**src/rtl/hazard_ctrl.sv**
```systemverilog
// Hazard control: EX-stage forwarding select, load-use stall and multi-cycle mult/div stall.
// Optional stall statistics counter is enabled by defining HAZARD_STATS_EN.
module hazard_ctrl #(
    parameter int unsigned MD_CYCLES = 32
) (
    input  logic       clk,
    input  logic       rst_n,
    input  logic [4:0] IF_ID_rs,
    input  logic [4:0] IF_ID_rt,
    input  logic [4:0] ID_EX_rs,
    input  logic [4:0] ID_EX_rt,
    input  logic       ID_EX_MemRead,
    input  logic [4:0] EX_MEM_rd,
    input  logic [4:0] MEM_WB_rd,
    input  logic       EX_MEM_RegWrite,
    input  logic       MEM_WB_RegWrite,
    input  logic       md_start,
    output logic [1:0] Forward1A,
    output logic [1:0] Forward1B,
    output logic       PC_Write,
    output logic       IF_ID_Write,
    output logic       ID_EX_Flush,
    output logic       md_busy,
    output logic       md_done
`ifdef HAZARD_STATS_EN
    ,
    output logic [31:0] stall_cnt
`endif
);

    typedef enum logic [1:0] {StIdle, StLoadStall, StMdBusy} state_e;

    localparam logic [5:0] MdLoad = 6'(MD_CYCLES - 1);

    state_e     state_q, state_d;
    logic [5:0] cnt_q, cnt_d;
    logic       load_use;

    // The newest producer (EX/MEM) wins over MEM/WB; $zero is never forwarded.
    function automatic logic [1:0] fwd_sel(input logic [4:0] src);
        if (EX_MEM_RegWrite && (EX_MEM_rd != 5'd0) && (EX_MEM_rd == src)) begin
            return 2'b10;
        end else if (MEM_WB_RegWrite && (MEM_WB_rd != 5'd0) && (MEM_WB_rd == src)) begin
            return 2'b01;
        end
        return 2'b00;
    endfunction

    always_comb begin
        Forward1A = fwd_sel(ID_EX_rs);
        Forward1B = fwd_sel(ID_EX_rt);
    end

    assign load_use = ID_EX_MemRead && (ID_EX_rt != 5'd0) &&
                      ((ID_EX_rt == IF_ID_rs) || (ID_EX_rt == IF_ID_rt));

    always_comb begin
        state_d     = state_q;
        cnt_d       = cnt_q;
        PC_Write    = 1'b1;
        IF_ID_Write = 1'b1;
        ID_EX_Flush = 1'b0;
        md_busy     = 1'b0;
        md_done     = 1'b0;
        unique case (state_q)
            StIdle: begin
                // md_start takes priority; a pending load-use is re-checked on return.
                if (md_start) begin
                    state_d = StMdBusy;
                    cnt_d   = MdLoad;
                end else if (load_use) begin
                    PC_Write    = 1'b0;
                    IF_ID_Write = 1'b0;
                    ID_EX_Flush = 1'b1;
                    state_d     = StLoadStall;
                end
            end
            StLoadStall: begin
                state_d = StIdle;
            end
            StMdBusy: begin
                md_busy     = 1'b1;
                PC_Write    = 1'b0;
                IF_ID_Write = 1'b0;
                if (cnt_q == 6'd0) begin
                    md_done = 1'b1;
                    state_d = StIdle;
                end else begin
                    cnt_d = cnt_q - 6'd1;
                end
            end
            default: begin
                state_d = StIdle;
            end
        endcase
        // Outputs take their reset values immediately while reset is held.
        if (!rst_n) begin
            PC_Write    = 1'b1;
            IF_ID_Write = 1'b1;
            ID_EX_Flush = 1'b0;
            md_busy     = 1'b0;
            md_done     = 1'b0;
        end
    end

    always_ff @(posedge clk or negedge rst_n) begin
        if (!rst_n) begin
            state_q <= StIdle;
            cnt_q   <= 6'd0;
        end else begin
            state_q <= state_d;
            cnt_q   <= cnt_d;
        end
    end

`ifdef HAZARD_STATS_EN
    logic [31:0] stall_cnt_q;

    always_ff @(posedge clk or negedge rst_n) begin
        if (!rst_n) begin
            stall_cnt_q <= 32'd0;
        end else if (!PC_Write && (stall_cnt_q != 32'hFFFF_FFFF)) begin
            stall_cnt_q <= stall_cnt_q + 32'd1;
        end
    end

    assign stall_cnt = stall_cnt_q;
`endif

endmodule

```
**config.mk**
```make
export PLATFORM = sky130hd
export DESIGN_NAME = hazard_ctrl
export DESIGN_NICKNAME = d
export VERILOG_FILES = /design/src/rtl/hazard_ctrl.sv
export SDC_FILE = /design/constraint.sdc
export NUM_CORES = 1
export LEC_CHECK = 0
export ABC_AREA = 0
export BUFFER_PORTS_ARGS = -buffer_cell sky130_fd_sc_hd__buf_2
export CAP_MARGIN = 20
export CORE_ASPECT_RATIO = 0.7
export CORE_MARGIN = 1
export CORE_UTILIZATION = 41
export CTS_CLUSTER_DIAMETER = 120
export CTS_CLUSTER_SIZE = 28
export DETAILED_ROUTE_END_ITERATION = 16
export GPL_TIMING_DRIVEN = 0
export PLACE_DENSITY = 0.8
export SYNTH_ARGS = -nofsm -noshare
export SYNTH_HDL_FRONTEND = slang
export SYNTH_SLANG_ARGS = --single-unit
```
**constraint.sdc**
```tcl
create_clock -name clk -period 1.4 [get_ports clk]
set_input_delay 0.07 -clock clk [delete_from_list [all_inputs] [get_ports clk]]
set_output_delay 0.07 -clock clk [all_outputs]
set_load 0.02 [all_outputs]
```
==> results.txt <==
----------------------------------------------------
[Power and ir drop]
  Part of the power in registers ... 0.236
  Leakage power of the design ... ~0.63 nW
  Gate power share ... 0.653
  PwrDens ... 1240 mW/mm2
  Power dissipated by switching net loads ... between 0.7 and 0.8 mW
  Power consumption ... around 1.8 mW
  Switching share of power ... 0.447
  Largest voltage drop on the vdd net ... between 500 and 600 uV
  Part of the power in the clock network ... 0.110
  Cell internal pwr ... about 0.97 mW

[Floorplanning]
  Count of pins on the block boundary ... between 40 and 50
  Initial Utilization ... 0.456
  Overall die area ... around 0.0024 mm2
  Placeable Area ... between 0.0015 and 0.002 mm2
  Site row count ... 13
  Die height ... between 40 and 50 um
  Overall die width ... 57.7 um

[Logic synthesis]
  Share of flip-flops with an asynchronous set or reset after synthesis ... 1.00
  Sequential cell area fraction in the yosys report ... 0.225
  Number of enable flip-flop cells after synthesis ... 0
  Mean area per synthesized cell ... approximately 8.6 um2
  Cell Area, Synth ... approximately 890 um2
  Gate Count Post-Synth ... 103
  Top FF cell, synth ... sky130_fd_sc_hd__dfrtp_1
  Number of warnings issued by yosys ... 0
  Syn Nets ... approximately 140
  Number of synthesized register bits ... 8
  Count of distinct cell types in the synthesized netlist ... 32

[Clocking]
  Clk buf depth ... 2
  CTS root buffer ... sky130_fd_sc_hd__clkbuf_4
  Clock Pin Slew Worst Setup and Hold Paths ... approximately 0.06 ns
  Worst-skew pair later-pin latency ... around 0.27 ns
  CTS tree ... done
  Max H-tree Level ... 1
  Number of buffers inserted during clock tree synthesis ... 3
  Total number of clock tree sinks ... 8

[Final layout]
  Fillers ... ~140
  Leading cell type in the layout, fill and taps excluded ... sky130_fd_sc_hd__buf_2
  Cell Count, Final, Fillers Out ... 176
  Number of nets in the final layout ... about 190
  Fraction of layout instances using a drive strength above 1 ... 0.513
  Area growth, synth to finish ... 58.9%
  Most used cells in the layout excluding fill and tap cells ... sky130_fd_sc_hd__buf_2, sky130_fd_sc_hd__xor2_1, sky130_fd_sc_hd__buf_4
  # diodes ... 0

[Setup path]
  CP max FO ... 3
  Critical setup path kind ... reg -> out
  Slowest cell on crit path ... sky130_fd_sc_hd__or4b_1
  Critical Path Sink Type ... output pin
  CP startpoint kind ... flop
  Cells traversed along the worst timing path ... or4b_1 -> o21a_2 -> buf_6 -> buf_6
  FF-to-FF Start ... state_q[0]
  Worst EP required ... between 1 and 1.5 ns
  Data arrival time of the worst path ... between 1.5 and 2 ns
  Crit path buf inv count ... 2
  CP Launch Point ... state_q[0]
  Largest stage delay, worst path ... between 0.4 and 0.5 ns
  Cell family with most CP delay ... simple AND/OR/NAND/NOR gates
  Most common cell on crit path ... sky130_fd_sc_hd__buf_6

[Route]
  Remaining design rule violation count ... 2
  Sum of routed wire length over all layers ... between 3000 and 4000 um
  Via count ... 967
  Post-detailed-route count of antenna-violating nets ... 0
  Average detailed-routed wire length per instance ... about 17 um
  First drt pass iteration count ... 11
  Detailed router's first-iteration violation count ... 50
  Via/cell ratio ... between 5 and 6

[STA]
  Final setup vio count ... 8
  Worst hold slack ... -0.349 ns
  Final number of max-transition violations ... 0
  Unrepaired setup endpoints after global routing ... yes
  Actual transition at the worst max-transition pin ... 0.383 ns
  Worst-case clock skew ... approximately 0.0094 ns
  Fmax ... 0.601 GHz
  Remaining max-slew budget at the tightest pin ... 0.745
  Minimum clock period after layout ... around 1.7 ns
  Hold violation count in the final report ... 8
  Post-route setup slack ... -0.264 ns
  Final worst-path cycle share ... 1.19

[Place]
  I/O Buffers ... 39
  Cell count after placement ... about 160
  Final weighted congestion in routability-driven placement ... between 0.8 and 0.9
  Pre-CTS setup slack ... -0.152 ns

[Global routing]
  Maximum number of pins on one net before global-route repair ... 12
  Global routing usage summed across all routing layers ... 0.258
  Number of antenna violations at the first check in global routing ... 0
  Vias in the first global route ... 935
  Remaining Overflow, GRT ... 0
  Global-route wire length before repair ... 4310 um

[Run status]
  Outcome ... finished, violations left
  Violations in the final reports ... design-rule violations, negative hold slack, negative setup slack

[Flow run]
  Max-cap viol count ... 0

[Min path]
  Worst min-delay path category ... in -> async

----------------------------------------------------
## routing by layer
metal | wire length [um] | up-vias | share of wire | global-route usage
li1 | - | 459 | - | -
met1 | 1290 | 469 | 0.43 | 0.311
met2 | 1530 | 37 | 0.51 | 0.485
met3 | 174 | 2 | 0.058 | 0.0789
met4 | 14 | 0 | 0.0047 | 0.0298
met5 | 0 | - | 0 | 0
## worst reg2reg max path: cells and delay by family (launching register included)
family                 cells  cell delay, ns
multiplexers               1            0.21
flip-flops                 1            0.40
AND/OR/NAND/NOR            3            0.48
buffers and inverters      2            0.29
## stage by stage
step	utilization	TNS (ns)	instance area, um2
2_1_floorplan	-	0	913
3_3_place_gp	0.582	-0.452	1140
3_5_place_dp	0.582	-0.644	1140
4_1_cts	0.693	-0.869	1350
5_1_grt	0.724	-1.72	1410
6_report	0.724	-1.04	1410
## timing repair
item / in CTS / in global routing
endpoints found under the hold margin: 8 / 8
pin swaps: 17 / 6
resized for setup: 34 / 12
buffers inserted: 7 / 2
setup endpoints to repair: 10 / 10
## cells by family (layout without fill, tap and decap cells)
| group | after synthesis | in the layout | synth area share |
|---|---|---|---|
| AO/OA/AOI/OAI | 11 | 11 | 0.0830 |
| adder cells (fa/ha/maj) | 2 | 2 | 0.0281 |
| flip-flops | 8 | 8 | 0.225 |
| buffers and inverters | 9 | 60 | 0.0478 |
| AND/OR/NAND/NOR | 40 | 40 | 0.288 |
| XOR/XNOR | 31 | 31 | 0.305 |
| multiplexers | 2 | 2 | 0.0225 |
## final cells by class
type / count / area (um2) / area share
multi-input combinational: 86 / 777 / 0.550
timing repair buffer: 48 / 328 / 0.232
sequential: 8 / 200 / 0.142
buffer: 6 / 47.5 / 0.0336
tap: 22 / 27.5 / 0.0195
clock buffer: 3 / 22.5 / 0.0159
inverter: 3 / 11.3 / 0.00796
## final timing paths
path | end | slack, ns | cells after the start
min | cnt_q[5] | -0.35 | 1
min in group clk | state_q[1] | 0.07 | 3
max reg2reg | cnt_q[4] | -0.09 | 6
max | PC_Write | -0.26 | 4
max in group asynchronous | cnt_q[4] | 1.54 | 1
min reg2reg | cnt_q[5] | 0.57 | 2
## synthesized netlist by cell type (all sizes together) (3+ instances only)
master,n,area share
buf,5,0.031
dfrtp,8,0.23
inv,3,0.013
nand3,3,0.017
nor2,10,0.042
nor3,4,0.023
nor4,5,0.063
o21ai,6,0.046
or4,6,0.055
xnor2,6,0.059
xor2,25,0.25
## flip-flops by register name, summed over array words and instances, names as in the netlist
register,count
cnt_q,6
state_q,2
## power by group through the flow
stage	clock network (mW)	registers [mW]	logic, mW
floorplan	0	0.408	0.478
global placement	0	0.426	0.633
detailed placement	0	0.432	0.680
CTS	0.186	0.400	0.984
global route	0.213	0.423	1.22
finish	0.194	0.416	1.15
Power figures use the tool's default switching activity.
